==> config.mk <==
export PLATFORM = sky130hd
export DESIGN_NAME = pipe_stage_chain
export DESIGN_NICKNAME = d
export VERILOG_FILES = /design/src/rtl/pipe_pkg.sv /design/src/rtl/pipe_slice.sv /design/src/rtl/pipe_stage_chain.sv
export SDC_FILE = /design/constraint.sdc
export NUM_CORES = 1
export LEC_CHECK = 0
export CORE_MARGIN = 8
export CORE_UTILIZATION = 40
export DETAILED_ROUTE_END_ITERATION = 8
export DONT_BUFFER_PORTS = 1
export GPL_TIMING_DRIVEN = 0
export HOLD_SLACK_MARGIN = 0.02
export PLACE_DENSITY = 0.63
export SLEW_MARGIN = 30
export SYNTH_ARGS = -nofsm -noshare
export SYNTH_HDL_FRONTEND = slang
export SYNTH_SLANG_ARGS = --single-unit
==> constraint.sdc <==
create_clock -name clk -period 2.5 [get_ports clk]
set_clock_uncertainty 0.2 [all_clocks]
set_input_delay 0.5 -clock clk [delete_from_list [all_inputs] [get_ports clk]]
set_output_delay 0.5 -clock clk [all_outputs]
set_load 0.05 [all_outputs]
==> src/rtl/pipe_pkg.sv <==
// Shared constants and helpers for the pipeline register chain.
package pipe_pkg;

  // Largest supported number of register slices in one chain.
  localparam int unsigned MAX_DEPTH = 8;

  // Bubble control encoding: every control bit deasserted.
  localparam logic BUBBLE_CTRL_BIT = 1'b0;

  // Working width for the saturating counter helper.
  localparam int unsigned SAT_W = 64;

  // Increment v unless it already equals max_v.
  function automatic logic [SAT_W-1:0] sat_inc(input logic [SAT_W-1:0] v,
                                               input logic [SAT_W-1:0] max_v);
    return (v == max_v) ? v : v + SAT_W'(1);
  endfunction

endpackage

==> src/rtl/pipe_slice.sv <==
// One register slice of the chain: bubble, hold or load from its source.
module pipe_slice
  import pipe_pkg::*;
#(
  parameter int unsigned CTRL_W     = 16,
  parameter int unsigned DATA_W     = 128,
  parameter int unsigned CLEAR_DATA = 1
) (
  input  logic              clk,
  input  logic              reset,
  input  logic              hold,
  input  logic              bubble,
  input  logic              src_valid,
  input  logic [CTRL_W-1:0] src_ctrl,
  input  logic [DATA_W-1:0] src_data,
  output logic              valid,
  output logic [CTRL_W-1:0] ctrl,
  output logic [DATA_W-1:0] data
);

  localparam logic [CTRL_W-1:0] BUBBLE_CTRL = {CTRL_W{BUBBLE_CTRL_BIT}};

  logic              valid_q, valid_d;
  logic [CTRL_W-1:0] ctrl_q,  ctrl_d;
  logic [DATA_W-1:0] data_q,  data_d;

  // Next-state select; bubble outranks hold, hold outranks load.
  always_comb begin
    valid_d = valid_q;
    ctrl_d  = ctrl_q;
    data_d  = data_q;
    if (bubble) begin
      valid_d = 1'b0;
      ctrl_d  = BUBBLE_CTRL;
      if (CLEAR_DATA != 0) data_d = '0;
    end else if (!hold) begin
      valid_d = src_valid;
      ctrl_d  = src_valid ? src_ctrl : BUBBLE_CTRL;
      data_d  = (src_valid || (CLEAR_DATA == 0)) ? src_data : '0;
    end
  end

  // Slice state registers with synchronous reset.
  always_ff @(posedge clk) begin
    if (reset) begin
      valid_q <= 1'b0;
      ctrl_q  <= '0;
      data_q  <= '0;
    end else begin
      valid_q <= valid_d;
      ctrl_q  <= ctrl_d;
      data_q  <= data_d;
    end
  end

  assign valid = valid_q;
  assign ctrl  = ctrl_q;
  assign data  = data_q;

endmodule

==> src/rtl/pipe_stage_chain.sv <==
// Multi-slice pipeline register chain with stall/flush and occupancy counters.
module pipe_stage_chain
  import pipe_pkg::*;
#(
  parameter int unsigned DEPTH      = 2,
  parameter int unsigned CTRL_W     = 16,
  parameter int unsigned DATA_W     = 128,
  parameter int unsigned CLEAR_DATA = 1,
  parameter int unsigned CNT_W      = 16
) (
  input  logic              clk,
  input  logic              reset,
  input  logic              in_valid,
  input  logic [CTRL_W-1:0] in_ctrl,
  input  logic [DATA_W-1:0] in_data,
  input  logic [DEPTH-1:0]  stall,
  input  logic [DEPTH-1:0]  flush,
  input  logic              cnt_clr,
  output logic              out_valid,
  output logic [CTRL_W-1:0] out_ctrl,
  output logic [DATA_W-1:0] out_data,
  output logic [DEPTH-1:0]  stage_valid,
  output logic [CNT_W-1:0]  valid_cnt,
  output logic [CNT_W-1:0]  bubble_cnt
);

  if (DEPTH < 1 || DEPTH > MAX_DEPTH) begin : g_bad_depth
    $error("pipe_stage_chain: DEPTH out of range");
  end

  localparam logic [SAT_W-1:0] CNT_MAX = SAT_W'({CNT_W{1'b1}});

  logic [DEPTH-1:0]  hold_c;
  logic [DEPTH-1:0]  bubble_c;
  logic [DEPTH-1:0]  slice_valid;
  logic [CTRL_W-1:0] slice_ctrl [DEPTH];
  logic [DATA_W-1:0] slice_data [DEPTH];

  logic [CNT_W-1:0]  valid_cnt_q,  valid_cnt_d;
  logic [CNT_W-1:0]  bubble_cnt_q, bubble_cnt_d;

  // Effective hold: a stall anywhere downstream freezes this slice too.
  always_comb begin
    hold_c = '0;
    hold_c[DEPTH-1] = stall[DEPTH-1];
    for (int i = int'(DEPTH) - 2; i >= 0; i--) begin
      hold_c[i] = stall[i] | hold_c[i+1];
    end
  end

  // Bubble on flush, or when the upstream slice holds while this one advances.
  always_comb begin
    bubble_c = '0;
    bubble_c[0] = flush[0];
    for (int i = 1; i < int'(DEPTH); i++) begin
      bubble_c[i] = flush[i] | (hold_c[i-1] & ~hold_c[i]);
    end
  end

  for (genvar gi = 0; gi < int'(DEPTH); gi++) begin : g_slice
    logic              src_valid;
    logic [CTRL_W-1:0] src_ctrl;
    logic [DATA_W-1:0] src_data;

    if (gi == 0) begin : g_src_in
      assign src_valid = in_valid;
      assign src_ctrl  = in_ctrl;
      assign src_data  = in_data;
    end else begin : g_src_prev
      assign src_valid = slice_valid[gi-1];
      assign src_ctrl  = slice_ctrl[gi-1];
      assign src_data  = slice_data[gi-1];
    end

    pipe_slice #(
      .CTRL_W     (CTRL_W),
      .DATA_W     (DATA_W),
      .CLEAR_DATA (CLEAR_DATA)
    ) u_slice (
      .clk       (clk),
      .reset     (reset),
      .hold      (hold_c[gi]),
      .bubble    (bubble_c[gi]),
      .src_valid (src_valid),
      .src_ctrl  (src_ctrl),
      .src_data  (src_data),
      .valid     (slice_valid[gi]),
      .ctrl      (slice_ctrl[gi]),
      .data      (slice_data[gi])
    );
  end

  // Counter next state from the registered output slice; clear beats increment.
  always_comb begin
    valid_cnt_d  = valid_cnt_q;
    bubble_cnt_d = bubble_cnt_q;
    if (cnt_clr) begin
      valid_cnt_d  = '0;
      bubble_cnt_d = '0;
    end else begin
      if (slice_valid[DEPTH-1] && !stall[DEPTH-1]) begin
        valid_cnt_d = CNT_W'(sat_inc(SAT_W'(valid_cnt_q), CNT_MAX));
      end
      if (!slice_valid[DEPTH-1]) begin
        bubble_cnt_d = CNT_W'(sat_inc(SAT_W'(bubble_cnt_q), CNT_MAX));
      end
    end
  end

  // Counter registers with synchronous reset.
  always_ff @(posedge clk) begin
    if (reset) begin
      valid_cnt_q  <= '0;
      bubble_cnt_q <= '0;
    end else begin
      valid_cnt_q  <= valid_cnt_d;
      bubble_cnt_q <= bubble_cnt_d;
    end
  end

  assign out_valid   = slice_valid[DEPTH-1];
  assign out_ctrl    = slice_ctrl[DEPTH-1];
  assign out_data    = slice_data[DEPTH-1];
  assign stage_valid = slice_valid;
  assign valid_cnt   = valid_cnt_q;
  assign bubble_cnt  = bubble_cnt_q;

endmodule
==> impl_summary.txt, run 1 <==
----------------------------------------------------
[Cells and area]
  Layout cell share with drive strength beyond 1 ... under 10%
  Non-filler cells, final ... approximately 2k
  Post-layout nets ... around 1.7k
  Final std cell area, no fill ... ~0.015 sq mm
  Relative area change from synthesis to final layout ... 26.9%

[Power]
  Cell internal power dissipation ... just under 9 mW
  Clock power frac ... around half
  Leak Pwr ... around 4.8 nW
  Fraction of power spent switching nets ... approximately 22%
  Combinational fraction of design power ... under 10%
  Total Power Consumption ... about 11 mW
  Power dissipated by switching net loads ... between 2 and 3 mW
  Share of total power in sequential cells ... a little under half
  Maximum vdd drop ... about 480 uV
  Cell Pwr Density ... 754 mW/mm^2

[Die]
  Num ports ... 331
  Die width ... between 150 and 200 um
  Die area ... 0.0352 sq mm
  Starting utilization of the core area ... between 40% and 50%
  Vertical die dimension ... about 190 um
  FP Rows ... between 60 and 70
  Core Box Area ... 0.0293 sq mm

[Logic synthesis]
  Synth Area per Inst ... a little under 9 sq um
  Largest cells by area after synthesis ... sky130_fd_sc_hd__dfxtp_1, sky130_fd_sc_hd__a22oi_1, sky130_fd_sc_hd__a21oi_1
  Fraction of the yosys area taken by sequential cells ... 54.7%
  Largest area contributor in the netlist ... sky130_fd_sc_hd__dfxtp_1
  Flip-flop and latch count after synthesis ... ~320
  Post-synthesis instance area ... approximately 0.012 sq mm
  Share of flip-flops with an asynchronous set or reset ... 0%
  Post-synth EDFFs ... 0
  Most numerous cell types in the synthesized netlist ... sky130_fd_sc_hd__dfxtp_1, sky130_fd_sc_hd__nand2_1, sky130_fd_sc_hd__a21oi_1, sky130_fd_sc_hd__nor2_1, sky130_fd_sc_hd__nand3_1
  Synthesis warning total ... 0
  Most used flip-flop cell after synthesis ... sky130_fd_sc_hd__dfxtp_1
  Synthesized netlist net count ... between 1.5k and 2k
  Number of distinct library cells after synthesis ... between 40 and 50
  Cells after Synth ... 1353
  Area share of the leading cell type in the synthesized netlist ... 54.7%
  Count leader, synth ... sky130_fd_sc_hd__dfxtp_1

[Placed design]
  Port buffer count ... 0
  Routability-driven placement congestion ratio ... approximately 0.84
  Inst Count DP ... 1743
  Dpl ws ... -188 ps
  Placed wire-length estimate ... ~26 mm
  Placement-stage cell area ... 0.0123 sq mm

[Detailed routing]
  DRC violation total after the first TritonRoute iteration ... roughly 740
  Routed wire length ... approximately 38 mm
  Number of vias after detailed routing ... 10.8k
  Number of vias per cell ... roughly 5.5
  DR DRC count ... 0
  Average wire length per cell after detail routing ... roughly 20 um
  Remaining number of nets flagged by the antenna check after routing ... 0
  Number of iterations in the first detailed-routing pass ... 5

[Global route]
  Tot GR Track Use ... about a fifth
  Pin count of the biggest net entering global routing ... 14
  Grt total ovfl ... 0
  Number of antenna violations at the first check in global routing ... 5
  Number of global-route vias before repair ... around 11k
  First-pass GRT wire length ... approximately 60 mm

[Critical path]
  Type of the worst setup path ... flop to output pin
  Crit end category ... output pin
  Largest stage delay on the critical path ... around 880 ps
  Buffers plus inverters on the worst setup path ... 1
  Worst-path maximum fanout ... 10
  Required time of the critical path ... about 1800 ps
  Series of cell instances along the critical path ... buf_4
  Worst-path cell with the longest stage delay ... sky130_fd_sc_hd__dfxtp_1
  Cell family with most CP delay ... flip-flops
  Element type at the critical path start ... flop
  Arrival time at the worst endpoint ... between 1500 and 2000 ps

[STA]
  Min setup slack post-route ... 74.1 ps
  Final-report setup violation count ... 0
  Max_slew headroom ... a little under two fifths
  Endpoints failing hold ... 0
  Slew at the pin with the worst max-slew slack ... approximately 930 ps
  Final number of max-transition violations ... 0
  Share of the clock period used by the worst path after layout ... a little over nine tenths
  Setup repair after global routing missed its margin ... false
  Minimum period implied by the final worst setup slack ... about 2400 ps
  F_max ... a little over 400 MHz

[Clocking]
  TritonCTS clock tree ... built
  # clock sinks ... 322
  Post-CTS clock slew at the launch and capture registers of the worst setup and hold paths ... about 60 ps
  Total CTS buffers ... 36
  Maximum level of the CTS H-tree ... 2
  Number of setup buffers added after CTS ... 0
  Worst-case clock buffer depth ... 3
  Root buffer selected by CTS ... sky130_fd_sc_hd__clkbuf_16
  Latest clock arrival within the worst-skew pair ... about 510 ps

[Run]
  Max capacitance violation total ... 0

[Status]
  Run status ... complete, no violations

[Worst hold path]
  Type of the most critical hold path ... input pin to flop

----------------------------------------------------
[final timing paths]
| kind | endpoint | slack, ps | depth (start not counted) | startpoint |
|---|---|---|---|---|
| worst max-delay path | stage_valid[1] | 70 | 1 | g_slice[1].u_slice.valid |
| worst min-delay path | g_slice[0].u_slice.ctrl[12] | 9 | 2 | in_ctrl[12] |
| worst max register to register | valid_cnt[15] | 140 | 4 | g_slice[1].u_slice.valid |
| worst min register to register | g_slice[0].u_slice.data[19] | 250 | 2 | g_slice[0].u_slice.data[19] |
[worst register-to-register path: cells and delay by family (launching register included)]
family	cells	cell delay (ps)
and+or+nand+nor	3	1060
DFF	1	880
AOI/OAI and AO/OA	1	160
[repair_timing]
item,CTS,global route
hold buffers,143,0
resized for setup,0,6
endpoints found under the hold margin,143,0
endpoints found under the setup margin,0,37
[area by class of cell]
type                            count  area, sq um
Fill cell                        2675        14400
Sequential cell                   322         6450
Multi-Input combinational cell    904         4800
Timing Repair Buffer              143         1430
Clock buffer                       53         1060
Buffer                            123          534
Tap cell                          390          488
Clock inverter                     13          185
Inverter                            4         15.0
Antenna cell                        4         10.0
[cell families after synthesis]
group                    after synthesis  share of synthesized area, %
multiplexers                          12                          1.02
adder cells (fa/ha/maj)                2                         0.212
AND/OR/NAND/NOR                      542                          20.7
flip-flops                           322                          54.7
AO/OA/AOI/OAI                        348                          18.7
buffers and inverters                127                          4.65
[power by group through the flow]
stage / clock [mW] / combinational (mW) / sequential, mW
after floorplan: 0 / 0.285 / 5.30
after global placement: 0 / 0.410 / 5.30
after detailed placement: 0 / 0.414 / 5.30
after CTS: 5.58 / 0.610 / 5.19
after global routing: 5.80 / 0.669 / 5.19
final: 5.48 / 0.617 / 5.19
[registers in the layout, indices dropped and copies added (netlist names)]
signal,flops
g_slice.u_slice.valid,2
g_slice.u_slice.data,256
bubble_cnt,16
g_slice.u_slice.ctrl,32
valid_cnt,16
[cells in the final DEF, fill, tap and decap left out, drive strengths merged, types with 12 or more instances in the layout]
master and count:
a21oi 165, dfxtp 322, mux2i 12, nor2 157, dlygate4sd3 143, a22oi 144
o21ai 13, clkbuf 133, nand3 153, nand2 184, buf 43
[layer usage]
layer  wire length [um]  GRT usage, %
met3               3950          7.78
met1              14600          23.1
met5                  0             0
met4               1520          8.64
met2              18200          34.4
[stage by stage]
stage	hold WS (ps)	TNS (ps)	utilization (%)
floorplan	232	0	-
global placement	238	-8980	41.9
detailed placement	244	-10010	41.9
CTS	27.2	0	51.0
global route	36.4	0	51.0
finish	9.07	0	51.0
No activity file was read; power rests on OpenSTA's default activity.
==> run 2, diff against run 1 <==
PLACE_DENSITY = default   (was 0.63)
PLACE_DENSITY_LB_ADDON = 0.12   (was default)
clock period = 2.2 ns   (was 2.5 ns; I/O delays follow)
==> run 2 against run 1 <==
Sequential cell count unchanged. Utilization about the same. Largest power group unchanged. Register-to-register slack worse by 40 ps. Highest routed layer unchanged. Die area unchanged. Combinational power up 14%. Non-clock buffer count unchanged. Clock power up 9.5%.
==> impl_summary.txt, run 2 (synthesis results as in run 1) <==
----------------------------------------------------
[Critical path]
  Required time of the critical path ... 2430 ps (was 1800 ps)
  Cell family with most CP delay ... simple AND/OR/NAND/NOR gates (was flip-flops)
  Largest stage delay on the critical path ... 820 ps (was 880 ps)
  Worst-path cell with the longest stage delay ... sky130_fd_sc_hd__dfxtp_1 (unchanged)
  Worst-path maximum fanout ... 8 (was 10)
  Element type at the critical path start ... flop (unchanged)
  Arrival time at the worst endpoint ... 2330 ps (was 1730 ps)
  Series of cell instances along the critical path ... nand2_1 -> nor2_1 -> or4b_1 -> a21oi_1 (was buf_4)
  Crit end category ... flop (was output pin)
  Buffers plus inverters on the worst setup path ... 0 (was 1)
  Type of the worst setup path ... flop to flop (was flop to output pin)

[Cells and area]
  Number of flip-flops in the largest register ... 256 (unchanged)
  Finished Core Util ... 51.1% (was 51.0%)
  # fillers ... 2762 (was 2675)
  Sequential cell area ... 0.00649 sq mm (was 0.00645 sq mm)
  Relative area change from synthesis to final layout ... 27.1% (was 26.9%)
  Commonest non-fill, non-tap cell in the layout ... sky130_fd_sc_hd__dfxtp_1 (unchanged)
  Most used cells in the layout excluding fill and tap cells ... sky130_fd_sc_hd__dfxtp_1, sky130_fd_sc_hd__nand2_1, sky130_fd_sc_hd__a21oi_1 (unchanged)
  Multi-input gate area ... 0.00481 sq mm (was 0.00480 sq mm)
  Layout cell share with drive strength beyond 1 ... 9.10% (was 7.30%)
  Post-layout nets ... 1688 (unchanged)

[Global route]
  Met3 routing resource usage after global routing ... 8.06% (was 7.78%)
  Grt total ovfl ... 0 (unchanged)
  Tot GR Track Use ... 20.6% (was 20.5%)
  Grt met1 use ... 24.9% (was 23.1%)
  Pin count of the biggest net entering global routing ... 14 (unchanged)
  Met2 global-route usage ... 32.9% (was 34.4%)
  Number of antenna violations at the first check in global routing ... 2 (was 5)
  Busiest layer in global routing ... met2 (unchanged)
  First-pass GRT wire length ... 59.6 mm (was 59.1 mm)
  Number of global-route vias before repair ... 10.4k (was 10.7k)

[Detailed routing]
  Number of vias per cell ... 5.40 (was 5.50)
  Remaining number of nets flagged by the antenna check after routing ... 0 (unchanged)
  Routed wire length ... 38.2 mm (was 38.3 mm)
  Average wire length per cell after detail routing ... 19.5 um (was 19.6 um)
  DR DRC count ... 0 (unchanged)
  DRC violation total after the first TritonRoute iteration ... 493 (was 741)
  Number of vias after detailed routing ... 10.6k (was 10.8k)
  Number of iterations in the first detailed-routing pass ... 5 (unchanged)

[Worst hold path]
  Type of the most critical hold path ... input pin to flop (unchanged)

[Placed design]
  Port buffer count ... 0 (unchanged)
  Routability-driven placement congestion ratio ... 0.801 (was 0.835)
  Dpl ws ... -440 ps (was -188 ps)
  Placed wire-length estimate ... 26.2 mm (about the same)

[Die]
  Vertical die dimension ... 188 um (unchanged)
  Die width ... 188 um (unchanged)
  Num ports ... 331 (unchanged)
  Starting utilization of the core area ... 40.2% (unchanged)
  FP Rows ... 63 (unchanged)
  Die area ... 0.0352 sq mm (unchanged)
  Core Box Area ... 0.0293 sq mm (unchanged)

[STA]
  Max_slew headroom ... 42.1% (was 37.8%)
  Slew at the pin with the worst max-slew slack ... 868 ps (was 932 ps)
  Final-report setup violation count ... 0 (unchanged)
  Share of the clock period used by the worst path after layout ... a little over nine tenths
  Minimum period implied by the final worst setup slack ... about 2100 ps
  F_max ... around 480 MHz
  Setup repair after global routing missed its margin ... false (unchanged)
  Min setup slack post-route ... 99.3 ps (was 74.1 ps)
  Endpoints failing hold ... 0 (unchanged)
  Final number of max-transition violations ... 0 (unchanged)

[Clocking]
  Total CTS buffers ... 36 (unchanged)
  Worst-case clock buffer depth ... 3 (unchanged)
  Post-CTS clock slew at the launch and capture registers of the worst setup and hold paths ... 60 ps (about the same)
  Latest clock arrival within the worst-skew pair ... 510 ps (about the same)
  TritonCTS clock tree ... built (unchanged)
  Number of setup buffers added after CTS ... 0 (unchanged)
  # clock sinks ... 322 (unchanged)
  Root buffer selected by CTS ... sky130_fd_sc_hd__clkbuf_16 (unchanged)
  Maximum level of the CTS H-tree ... 2 (unchanged)

[Status]
  Run status ... complete, no violations (unchanged)

[Power]
  Share of total power in sequential cells ... 46.8% (was 46.0%)
  Maximum vdd drop ... 505 uV (was 479 uV)
  Fraction of power spent switching nets ... 22.3% (about the same)
  Cell Pwr Density ... 841 mW/mm^2 (was 754 mW/mm^2)
  Leak Pwr ... 4.83 nW (about the same)
  Cell internal power dissipation ... 9.79 mW (was 8.77 mW)
  Power dissipated by switching net loads ... 2.81 mW (was 2.52 mW)
  Clock power frac ... 47.6% (was 48.6%)
  Combinational fraction of design power ... 5.6% (was 5.5%)
  Total Power Consumption ... 12.6 mW (was 11.3 mW)

[Run]
  Max capacitance violation total ... 0 (unchanged)

----------------------------------------------------
run 2: cell count changes in the layout (fill, tap and decap cells not counted), moves of 2 or more:
cell / delta
sky130_fd_sc_hd__bufinv_16: -2
sky130_fd_sc_hd__diode_2: -2
sky130_fd_sc_hd__clkinvlp_4: -2
sky130_fd_sc_hd__inv_6: -4
sky130_fd_sc_hd__dfxtp_4: +2
sky130_fd_sc_hd__clkbuf_1: +2
sky130_fd_sc_hd__dfxtp_2: +26
sky130_fd_sc_hd__dfxtp_1: -28
run 2: what timing repair did:
item	in CTS	in global routing
setup endpoints to repair	86	20
hold buffers	144	0
hold endpoints to repair	144	0
resized for setup	31	8
run 2: cell type report:
cell class	count	area share, %
diodes	2	0.0334
plain buffers	122	3.54
clock buffers	57	7.29
clock inverters	8	0.702
inverters	4	0.100
multi-input cells	904	32.1
flip-flops and latches	322	43.3
well taps	390	3.26
repair buffers	144	9.62
run 2: final timing paths:
kind,slack (ps),endpoint,cells after the start,start
min reg2reg,250,g_slice[0].u_slice.data[96],2,g_slice[0].u_slice.data[96]
min,180,valid_cnt[3],4,reset
max,100,bubble_cnt[13],4,bubble_cnt[11]
max reg2reg,100,bubble_cnt[13],4,bubble_cnt[11]
run 2: worst min-delay path: stages:
cell,delay (ps)
sky130_fd_sc_hd__or2_2,90
sky130_fd_sc_hd__buf_6,140
sky130_fd_sc_hd__a2111o_1,100
sky130_fd_sc_hd__o21ai_0,60
run 2: power groups by stage:
stage / clock (mW) / sequential [mW] / combinational (mW)
after detailed placement: 0 / 6.03 / 0.484
final: 6.00 / 5.89 / 0.704
after floorplan: 0 / 6.02 / 0.324
after CTS: 6.17 / 5.90 / 0.709
after global placement: 0 / 6.02 / 0.482
after global routing: 6.39 / 5.90 / 0.770
run 2: per-stage QoR:
stage | area [sq um] | TNS [ps] | hold slack (ps) | std cells
finish | 15000 | 0 | 176 | 1953
global route | 15000 | 0 | 169 | 1953
floorplan | 11800 | 0 | 232 | 1353
CTS | 15000 | 0 | 150 | 1952
global placement | 12300 | -51490 | 238 | 1743
detailed placement | 12300 | -52540 | 243 | 1743
run 2: routing by layer:
layer,share of wire (%),routed length [um],vias to the layer above
li1,-,-,5139
met1,41,15600,4987
met2,46,17700,346
met3,9.5,3620,79
met4,3.3,1270,0
met5,0,0,-
==> run 3, diff against run 2 <==
PLACE_DENSITY_LB_ADDON = default   (was 0.12)
==> run 3 against run 2 <==
Total power down 0.59%. Worst hold slack worse by 4.7 ps. Global-route usage down 0.31 points. Sequential cell count unchanged. Fmax up 0.44%. Routed wire length down 1.0%. Register-to-register slack about the same. Sequential share of layout area up 0.065 points. Die area unchanged. Setup slack better by 9.2 ps. Utilization down 0.077 points. Final cell count about the same.
==> impl_summary.txt, run 3 (synthesis results as in run 1) <==
----------------------------------------------------
[Global route]
  Tot GR Track Use ... 20.3% (was 20.6%)
  Grt total ovfl ... 0 (unchanged)
  Number of global-route vias before repair ... 10.6k (was 10.4k)
  First-pass GRT wire length ... 59.0 mm (was 59.6 mm)
  Pin count of the biggest net entering global routing ... 15 (was 14)
  Number of antenna violations at the first check in global routing ... 3 (was 2)

[Critical path]
  Crit end category ... flop (unchanged)
  Count of cell instances traversed by the critical path ... 5 (was 4)
  Arrival time at the worst endpoint ... 2270 ps (was 2330 ps)
  Largest stage delay on the critical path ... 550 ps (was 820 ps)
  Startpoint of the most critical setup path ... valid_cnt[6] (was bubble_cnt[11])
  Required time of the critical path ... 2380 ps (was 2430 ps)
  Worst-path maximum fanout ... 10 (was 8)
  Logic depth of the worst register-to-register path ... 5 (was 4)
  Worst-path cell with the longest stage delay ... sky130_fd_sc_hd__dfxtp_2 (was sky130_fd_sc_hd__dfxtp_1)
  Cell family with most CP delay ... simple AND/OR/NAND/NOR gates (unchanged)
  Worst reg2reg path endpoint ... valid_cnt[0] (was bubble_cnt[13])
  Type of the worst setup path ... flop to flop (unchanged)
  Series of cell instances along the critical path ... nand3_1 -> nor4_4 -> buf_4 -> a21oi_1 -> mux2i_1 (was nand2_1 -> nor2_1 -> or4b_1 -> a21oi_1)
  Worst reg2reg setup slack ... 110 ps (was 100 ps)
  FF-to-FF Start ... valid_cnt[6] (was bubble_cnt[11])
  Element type at the critical path start ... flop (unchanged)
  Worst Setup EP ... valid_cnt[0] (was bubble_cnt[13])
  Buffers plus inverters on the worst setup path ... 1 (was 0)

[Cells and area]
  Finished Core Util ... 51.0% (was 51.1%)
  Non-filler cells, final ... 1952 (was 1953)
  Post-layout nets ... 1688 (unchanged)
  Relative area change from synthesis to final layout ... 26.9% (was 27.1%)
  Number of flip-flops in the largest register ... 256 (unchanged)
  Commonest non-fill, non-tap cell in the layout ... sky130_fd_sc_hd__dfxtp_1 (unchanged)
  Most used cells in the layout excluding fill and tap cells ... sky130_fd_sc_hd__dfxtp_1, sky130_fd_sc_hd__nand2_1, sky130_fd_sc_hd__a21oi_1 (unchanged)
  Final std cell area, no fill ... 0.0150 sq mm (about the same)
  Layout cell share with drive strength beyond 1 ... 9.30% (was 9.10%)

[Run]
  Max capacitance violation total ... 0 (unchanged)

[STA]
  Minimum period implied by the final worst setup slack ... 2090 ps (was 2100 ps)
  Min setup slack post-route ... 108 ps (was 99.3 ps)
  Slew at the pin with the worst max-slew slack ... 927 ps (was 868 ps)
  F_max ... 478 MHz (was 476 MHz)
  Hold Worst Slack ... 171 ps (was 176 ps)
  Max_slew headroom ... 38.1% (was 42.1%)
  Final number of max-transition violations ... 0 (unchanged)
  Share of the clock period used by the worst path after layout ... 95.1% (was 95.5%)
  Endpoints failing hold ... 0 (unchanged)
  Final-report setup violation count ... 0 (unchanged)

[Power]
  Power dissipated by switching net loads ... 2.86 mW (was 2.81 mW)
  Cell internal power dissipation ... 9.67 mW (was 9.79 mW)
  Maximum vdd drop ... 523 uV (was 505 uV)
  Share of total power in sequential cells ... 47.1% (was 46.8%)
  Leak Pwr ... 4.84 nW (was 4.83 nW)
  Cell Pwr Density ... 838 mW/mm^2 (was 841 mW/mm^2)
  Fraction of power spent switching nets ... 22.8% (was 22.3%)
  Combinational fraction of design power ... 5.6% (about the same)
  Clock power frac ... 47.4% (was 47.6%)

[Clocking]
  Root buffer selected by CTS ... sky130_fd_sc_hd__clkbuf_16 (unchanged)
  Maximum level of the CTS H-tree ... 2 (unchanged)
  Post-CTS clock slew at the launch and capture registers of the worst setup and hold paths ... 60 ps (about the same)
  Total CTS buffers ... 36 (unchanged)
  Number of setup buffers added after CTS ... 0 (unchanged)
  # clock sinks ... 322 (unchanged)
  TritonCTS clock tree ... built (unchanged)
  Worst-case clock buffer depth ... 3 (unchanged)
  Latest clock arrival within the worst-skew pair ... 510 ps (about the same)

[Detailed routing]
  DR DRC count ... 0 (unchanged)
  Remaining number of nets flagged by the antenna check after routing ... 0 (unchanged)
  DRC violation total after the first TritonRoute iteration ... 709 (was 493)
  Number of vias per cell ... 5.45 (was 5.40)
  Number of iterations in the first detailed-routing pass ... 5 (unchanged)
  Average wire length per cell after detail routing ... 19.4 um (was 19.5 um)
  Number of vias after detailed routing ... 10.6k (about the same)
  Routed wire length ... 37.8 mm (was 38.2 mm)

[Placed design]
  Inst Count DP ... 1743 (unchanged)
  Routability-driven placement congestion ratio ... 0.810 (was 0.801)
  Placed wire-length estimate ... 26.0 mm (was 26.2 mm)
  Placement-stage cell area ... 0.0123 sq mm (unchanged)
  Dpl ws ... -407 ps (was -440 ps)
  Port buffer count ... 0 (unchanged)

[Die]
  Num ports ... 331 (unchanged)
  Die area ... 0.0352 sq mm (unchanged)
  Vertical die dimension ... 188 um (unchanged)
  Starting utilization of the core area ... 40.2% (unchanged)
  Die width ... 188 um (unchanged)
  FP Rows ... 63 (unchanged)
  Core Box Area ... 0.0293 sq mm (unchanged)

[Status]
  Run status ... complete, no violations (unchanged)

[Worst hold path]
  Type of the most critical hold path ... input pin to flop (unchanged)
  Hold-critical path depth ... 4 (unchanged)

----------------------------------------------------
==> run 3: cell types whose count changed in the layout (fill, tap and decap cells not counted), moves of 2 or more <==
cell | before | now
sky130_fd_sc_hd__clkinv_4 | 1 | 3
sky130_fd_sc_hd__inv_6 | 0 | 2
sky130_fd_sc_hd__clkinv_2 | 4 | 8
sky130_fd_sc_hd__clkbuf_1 | 90 | 82
sky130_fd_sc_hd__nor4_2 | 3 | 1
==> run 3: routing by layer <==
layer	share of wire, %	global-route usage, %
met3	8.8	6.95
met2	47	33.4
met1	40	23.9
met4	3.8	8.45
met5	0	0
==> run 3: timing repair <==
item | in CTS | in global routing
pin swaps | 0 | 0
hold buffers | 144 | 0
endpoints found under the hold margin | 144 | 0
gates resized for setup | 27 | 12
endpoints found under the setup margin | 85 | 32
==> run 3: cell type report <==
class                   instances  area (sq um)
flip-flops and latches        322          6490
multi-input cells             904          4810
clock buffers                  47          1020
diodes                          3          7.51
fillers                      2729         14400
inverters                       4          15.0
plain buffers                 122           533
clock inverters                16           151
repair buffers                144          1440
well taps                     390           488
==> run 3: worst reg2reg max path, delay by kind of cell (launching register included) <==
family	cells	cell delay, ps
muxes	1	140
and+or+nand+nor	2	700
AOI/OAI and AO/OA	1	140
DFF	1	550
buffers and inverters	1	240
==> run 3: worst min path at each step <==
stage | endpoint | from | slack, ps
2_1_floorplan | g_slice[0].u_slice.ctrl[0] | g_slice[0].u_slice.ctrl[0] | 230
3_3_place_gp | g_slice[0].u_slice.data[70] | g_slice[0].u_slice.data[70] | 240
3_5_place_dp | g_slice[0].u_slice.data[119] | g_slice[0].u_slice.data[119] | 240
4_1_cts | bubble_cnt[2] | reset | 140
5_1_grt | valid_cnt[3] | reset | 200
6_report | bubble_cnt[4] | reset | 170
==> run 3: power by group through the flow <==
| stage | combinational [mW] | sequential (mW) | clock, mW |
|---|---|---|---|
| floorplan | 0.324 | 6.02 | 0 |
| global placement | 0.472 | 6.03 | 0 |
| detailed placement | 0.475 | 6.03 | 0 |
| CTS | 0.699 | 5.90 | 6.04 |
| global route | 0.762 | 5.90 | 6.29 |
| finish | 0.701 | 5.90 | 5.93 |
==> run 3: metrics by stage <==
step / TNS (ps) / total power, mW
6_report: 0 / 12.5
5_1_grt: -4.15 / 12.9
4_1_cts: 0 / 12.6
3_5_place_dp: -46040 / 6.50
3_3_place_gp: -45660 / 6.50
2_1_floorplan: 0 / 6.34
